<file path="config.mk">
export PLATFORM = sky130hd
export DESIGN_NAME = icache
export DESIGN_NICKNAME = d
export VERILOG_FILES = /design/src/rtl/icache_pkg.sv /design/src/rtl/icache.sv
export SDC_FILE = /design/constraint.sdc
export NUM_CORES = 2
export LEC_CHECK = 0
export CELL_PAD_IN_SITES_DETAIL_PLACEMENT = 1
export CELL_PAD_IN_SITES_GLOBAL_PLACEMENT = 1
export CORE_AREA = 4 4 570 854
export DETAILED_ROUTE_END_ITERATION = 12
export DIE_AREA = 0 0 574 858
export MAX_ROUTING_LAYER = met4
export PLACE_DENSITY_LB_ADDON = 0.1
export SLEW_MARGIN = 0
export SYNTH_ARGS = -nofsm -noshare
export SYNTH_HDL_FRONTEND = slang
export SYNTH_SLANG_ARGS = --single-unit
</file>
<file path="constraint.sdc">
create_clock -name clk -period 9.6 [get_ports clk]
set_input_delay 2.4 -clock clk [delete_from_list [all_inputs] [get_ports clk]]
set_output_delay 2.4 -clock clk [all_outputs]
set_load 0.01 [all_outputs]
</file>
<file path="src/rtl/icache_pkg.sv">
// rtl/icache_pkg.sv - shared instruction-cache geometry defaults and FSM state encoding
package icache_pkg;

  localparam int ICACHE_IDX_WIDTH_DEF = 6;
  localparam int XLEN_DEF = 32;

  typedef enum logic [1:0] {
    IC_IDLE = 2'd0,
    IC_REQ  = 2'd1,
    IC_WAIT = 2'd2,
    IC_DONE = 2'd3
  } ic_state_e;

endpackage

</file>
<file path="src/rtl/icache.sv">
// rtl/icache.sv - direct-mapped instruction cache between fetcher and memory controller
module icache
  import icache_pkg::*;
#(
  parameter int ICACHE_IDX_WIDTH = ICACHE_IDX_WIDTH_DEF,
  parameter int XLEN = XLEN_DEF
) (
  input  logic            clk,
  input  logic            rst,
  input  logic            rdy,
  input  logic            flush,
  input  logic            fet_icache_enable,
  input  logic [XLEN-1:0] fet_pc,
  output logic            icache_inst_ready,
  output logic [XLEN-1:0] icache_inst,
  output logic [XLEN-1:0] icache_inst_addr,
  output logic            icache_mem_enable,
  output logic [XLEN-1:0] icache_mem_pc,
  input  logic            mem_fet_busy,
  input  logic            mem_inst_ready,
  input  logic [XLEN-1:0] mem_inst_addr,
  input  logic [XLEN-1:0] mem_inst
);

  localparam int ENTRIES = 1 << ICACHE_IDX_WIDTH;
  localparam int TAG_W = XLEN - ICACHE_IDX_WIDTH - 1;

  ic_state_e state_q, state_d;
  logic [XLEN-1:0] miss_pc_q, miss_pc_d;
  logic [ENTRIES-1:0] valid_q;
  logic [TAG_W-1:0] tag_q [ENTRIES];
  logic [XLEN-1:0] data_q [ENTRIES];

  logic inst_ready_d, mem_enable_d, fill;
  logic [XLEN-1:0] inst_d, inst_addr_d, mem_pc_d;

  logic [ICACHE_IDX_WIDTH-1:0] fet_idx, miss_idx;
  logic hit;

  assign fet_idx = fet_pc[ICACHE_IDX_WIDTH:1];
  assign miss_idx = miss_pc_q[ICACHE_IDX_WIDTH:1];
  assign hit = valid_q[fet_idx] && (tag_q[fet_idx] == fet_pc[XLEN-1:ICACHE_IDX_WIDTH+1]);

  always_comb begin
    state_d = state_q;
    miss_pc_d = miss_pc_q;
    inst_ready_d = 1'b0;
    inst_d = icache_inst;
    inst_addr_d = icache_inst_addr;
    mem_enable_d = 1'b0;
    mem_pc_d = icache_mem_pc;
    fill = 1'b0;
    if (flush) begin
      state_d = IC_IDLE;
    end else begin
      case (state_q)
        IC_IDLE: begin
          // While the ready pulse is visible the fetcher still holds its old request.
          if (fet_icache_enable && !icache_inst_ready) begin
            if (hit) begin
              inst_d = data_q[fet_idx];
              inst_addr_d = fet_pc;
              inst_ready_d = 1'b1;
            end else begin
              miss_pc_d = fet_pc;
              state_d = IC_REQ;
            end
          end
        end
        IC_REQ: begin
          if (!mem_fet_busy) begin
            mem_enable_d = 1'b1;
            mem_pc_d = miss_pc_q;
            state_d = IC_WAIT;
          end
        end
        IC_WAIT: begin
          if (mem_inst_ready && (mem_inst_addr == miss_pc_q)) begin
            fill = 1'b1;
            inst_d = mem_inst;
            inst_addr_d = miss_pc_q;
            inst_ready_d = 1'b1;
            state_d = IC_DONE;
          end
        end
        default: state_d = IC_IDLE;
      endcase
    end
  end

  always_ff @(posedge clk) begin
    if (rst) begin
      state_q <= IC_IDLE;
      miss_pc_q <= '0;
      valid_q <= '0;
      icache_inst_ready <= 1'b0;
      icache_inst <= '0;
      icache_inst_addr <= '0;
      icache_mem_enable <= 1'b0;
      icache_mem_pc <= '0;
    end else if (rdy) begin
      state_q <= state_d;
      miss_pc_q <= miss_pc_d;
      icache_inst_ready <= inst_ready_d;
      icache_inst <= inst_d;
      icache_inst_addr <= inst_addr_d;
      icache_mem_enable <= mem_enable_d;
      icache_mem_pc <= mem_pc_d;
      if (fill) valid_q[miss_idx] <= 1'b1;
    end
  end

  // Tag/data need no reset: valid_q gates every use.
  always_ff @(posedge clk) begin
    if (!rst && rdy && fill) begin
      tag_q[miss_idx] <= miss_pc_q[XLEN-1:ICACHE_IDX_WIDTH+1];
      data_q[miss_idx] <= mem_inst;
    end
  end

endmodule

</file>
==> flow_metrics.env <==
export IMPL_status="finished clean"
export IMPL_gp_congestion=0.8539
export IMPL_maxCapViolations=0
export IMPL_drt_iter0_drc=7402
export IMPL_p_comb_share_pct=5.0
export IMPL_utilization_pct=36.11
export IMPL_drv_slew=0
export IMPL_tritoncts="built"
export IMPL_drt_first_pass_iters=5
export IMPL_switching_share_pct=22.24
export IMPL_post_cts_buffers=0
export IMPL_clock_sinks=3844
export IMPL_async_reset_ff_share_pct=0
export IMPL_path_depth=14
export IMPL_layout_nets=7437
export IMPL_insertion_delay_ns=1.01
export IMPL_required_ns=10.46
export IMPL_critPathBufInv=4
export IMPL_ys_ff_latch=3844
export IMPL_core_sq_mm=0.4786
export IMPL_antenna_left=0
export IMPL_track_usage_pct=22.24
export IMPL_ios=201
export IMPL_reg2reg_depth=11
export IMPL_synth_area_per_cell_sq_um=21.87
export IMPL_cts_hold_buf=0
export IMPL_place_ws_ns=1.730
export IMPL_cpMaxStageDelayCell="or4_1"
export IMPL_port_buffers=200
export IMPL_min_period_over_period_pct=71.95
export IMPL_synth_area_sq_mm=0.1480
export IMPL_reg2reg_setup_slack_ns=4.16
export IMPL_hpwl_mm=332.7
export IMPL_path_cells="buf_16 -> buf_12 -> mux2i_1 -> a22oi_1 -> nand3_1 -> nand4_1 -> or4_1 -> a211o_1 -> or4_1 -> nor4_2 -> buf_4 -> nor2_4 -> buf_12 -> mux2i_1"
export IMPL_drive_gt1_share_pct=27.21
export IMPL_criticalPathCategory="in -> reg"
export IMPL_drc=0
export IMPL_period_minus_slack_ns=6.907
export IMPL_syn_num_nets=6876
export IMPL_clk_path_buf_depth=4
export IMPL_synth_cell_types=75
export IMPL_path_delay_family="simple AND/OR/NAND/NOR gates"
export IMPL_rows=311
export IMPL_cellLeakagePower_uw=0.05619
export IMPL_rsz0062_at_grt="no"
export IMPL_htreeDepth=5
export IMPL_critPathMaxStageDelay_ns=0.67
export IMPL_hold_viol_final=0
export IMPL_total_power_uw=35490
export IMPL_grt_max_degree=101
export IMPL_fmax_mhz=144.8
export IMPL_antenna_found_initial=32
export IMPL_grt_overflow_total=0
export IMPL_netlist_instances=6770
export IMPL_slew_headroom_pct=12.81
export IMPL_finalSetupViolCount=0
export IMPL_synth_flop_cell="edfxtp_1"
export IMPL_cts_inserted_buffers=391
export IMPL_fp_dieArea_sq_mm=0.4925
export IMPL_yosysSeqAreaShare_pct=76.65
export IMPL_post_cts_resized=0
export IMPL_filler_cell_count=45948
export IMPL_vias=74493
export IMPL_hold_depth=1
export IMPL_viasPerCell=5.344
export IMPL_min_path_type="reg -> reg"
export IMPL_layout_area_overhead_vs_synth_pct=16.76
export IMPL_wl_per_cell_um=38.86
export IMPL_die_y_um=858
export IMPL_p_int_uw=27600
export IMPL_die_w_um=574
export IMPL_start_util_pct=30.93
export IMPL_grt_pass1_vias=79265
export IMPL_critPathMaxFanout=80
export IMPL_start_kind="primary input"
export IMPL_layout_cells_non_filler=13940
export IMPL_grt_pass1_wl_mm=728.8
export IMPL_synth_edf_count=3648
export IMPL_final_common_cell="edfxtp_1"
export IMPL_vdd_drop_max_v=0.0001423
export IMPL_cts_root_buf="clkbuf_16"
export IMPL_pwr_density_cell_mw_per_mm2=205.3
export IMPL_tightest_slew_ns=1.303
export IMPL_pwr_share_clk_pct=43.3
export IMPL_routed_wl_mm=541.7
export IMPL_fin_worst_skew_ns=0.04964
export IMPL_synth_warnings=0
export IMPL_placed_cells=13198
export IMPL_cp_arrival_ns=7.76
export IMPL_p_switching_uw=7894
export IMPL_fin_setup_tns_ns=0
export IMPL_setup_ws_ns=2.693
export IMPL_path_clk_slew_ns=0.06
export IMPL_worstSetupEndpointType="flip-flop"
export IMPL_final_cell_mix="edfxtp_1, mux4_2, clkbuf_16"
export IMPL_seqPwrFrac_pct=51.6
## Yosys cell counts (all sizes together), types with 5 or more instances
cell | number | share of area, %
nand4 | 20 | 0.085
buf | 197 | 0.72
or4 | 5 | 0.025
a31oi | 9 | 0.038
and3 | 5 | 0.021
or3 | 11 | 0.046
a22o | 8 | 0.047
nor4 | 15 | 0.068
a21oi | 67 | 0.23
nor2b | 28 | 0.12
o22ai | 26 | 0.11
a221oi | 8 | 0.047
nand2b | 15 | 0.063
xor2 | 34 | 0.20
mux2 | 38 | 0.29
inv | 15 | 0.038
and2 | 12 | 0.051
nand3 | 73 | 0.25
nand2 | 255 | 0.65
a21o | 61 | 0.31
xnor2 | 5 | 0.030
clkbuf | 185 | 0.47
o211ai | 5 | 0.025
nor2 | 104 | 0.26
mux4 | 963 | 15
nor3 | 18 | 0.061
mux2i | 356 | 2.4
nand3b | 7 | 0.035
dfxtp | 196 | 2.7
o31ai | 5 | 0.025
edfxtp | 3648 | 74
and3b | 61 | 0.36
or2 | 6 | 0.025
a311oi | 24 | 0.14
nor3b | 5 | 0.025
a22oi | 142 | 0.72
o21ai | 27 | 0.091
a211oi | 56 | 0.28
## stage by stage
| step | hold WS [ns] | area (sq um) |
|---|---|---|
| global route | 0.4651 | 172800 |
| floorplan | 0.4198 | 148000 |
| CTS | 0.4534 | 172800 |
| finish | 0.4508 | 172900 |
| global placement | 0.4274 | 160200 |
| detailed placement | 0.4390 | 160200 |
## sequential cells by signal, indices dropped and copies added (netlist names)
register / count
data_q: 2048
icache_inst: 32
icache_inst_addr: 32
icache_inst_ready: 1
icache_mem_enable: 1
icache_mem_pc: 32
miss_pc_q: 32
state_q: 2
tag_q: 1600
valid_q: 64
## cell families after synthesis
family / count (synthesis) / synth area share [%]
buf+inv: 398 / 1.227
compound gates: 476 / 2.296
fa+ha+maj: 3 / 0.02536
flops: 3844 / 76.65
mux: 1357 / 17.35
simple gates: 653 / 2.226
xor+xnor: 39 / 0.2307
## power by group through the flow
stage / combinational [uW] / sequential (uW) / clock (uW)
2_1_floorplan: 877 / 18700 / 0
3_3_place_gp: 1830 / 18700 / 0
3_5_place_dp: 1840 / 18700 / 0
4_1_cts: 1850 / 18300 / 15800
5_1_grt: 1880 / 18300 / 16400
6_report: 1790 / 18300 / 15400
## area by class of cell
| cell class | instances | area [sq um] | area share, % |
|---|---|---|---|
| antenna | 21 | 52.55 | 0.03040 |
| clock buffer | 499 | 10440 | 6.037 |
| clock inverter | 222 | 2145 | 1.241 |
| inverter | 16 | 75.07 | 0.04343 |
| multi-input combinational | 2528 | 33360 | 19.30 |
| sequential | 3844 | 113500 | 65.68 |
| tap | 6260 | 7833 | 4.531 |
| timing repair buffer | 550 | 5426 | 3.139 |
## routing by layer
layer / GRT usage [%] / wire, um
met5: - / 0
met4: 6.451 / 17910
met3: 2.482 / 22140
met2: 39.06 / 285700
met1: 27.06 / 215900
## worst paths after layout
kind                         startpoint                         end
min             valid_q[8]$_SDFFE_PP0P_     valid_q[8]$_SDFFE_PP0P_
max                           fet_pc[1]  miss_pc_q[25]$_SDFFE_PP0P_
min reg2reg     valid_q[8]$_SDFFE_PP0P_     valid_q[8]$_SDFFE_PP0P_
max reg2reg  miss_pc_q[26]$_SDFFE_PP0P_     data_q[41][3]$_DFFE_PP_
Note: power is estimated with default switching activity, not from simulation.
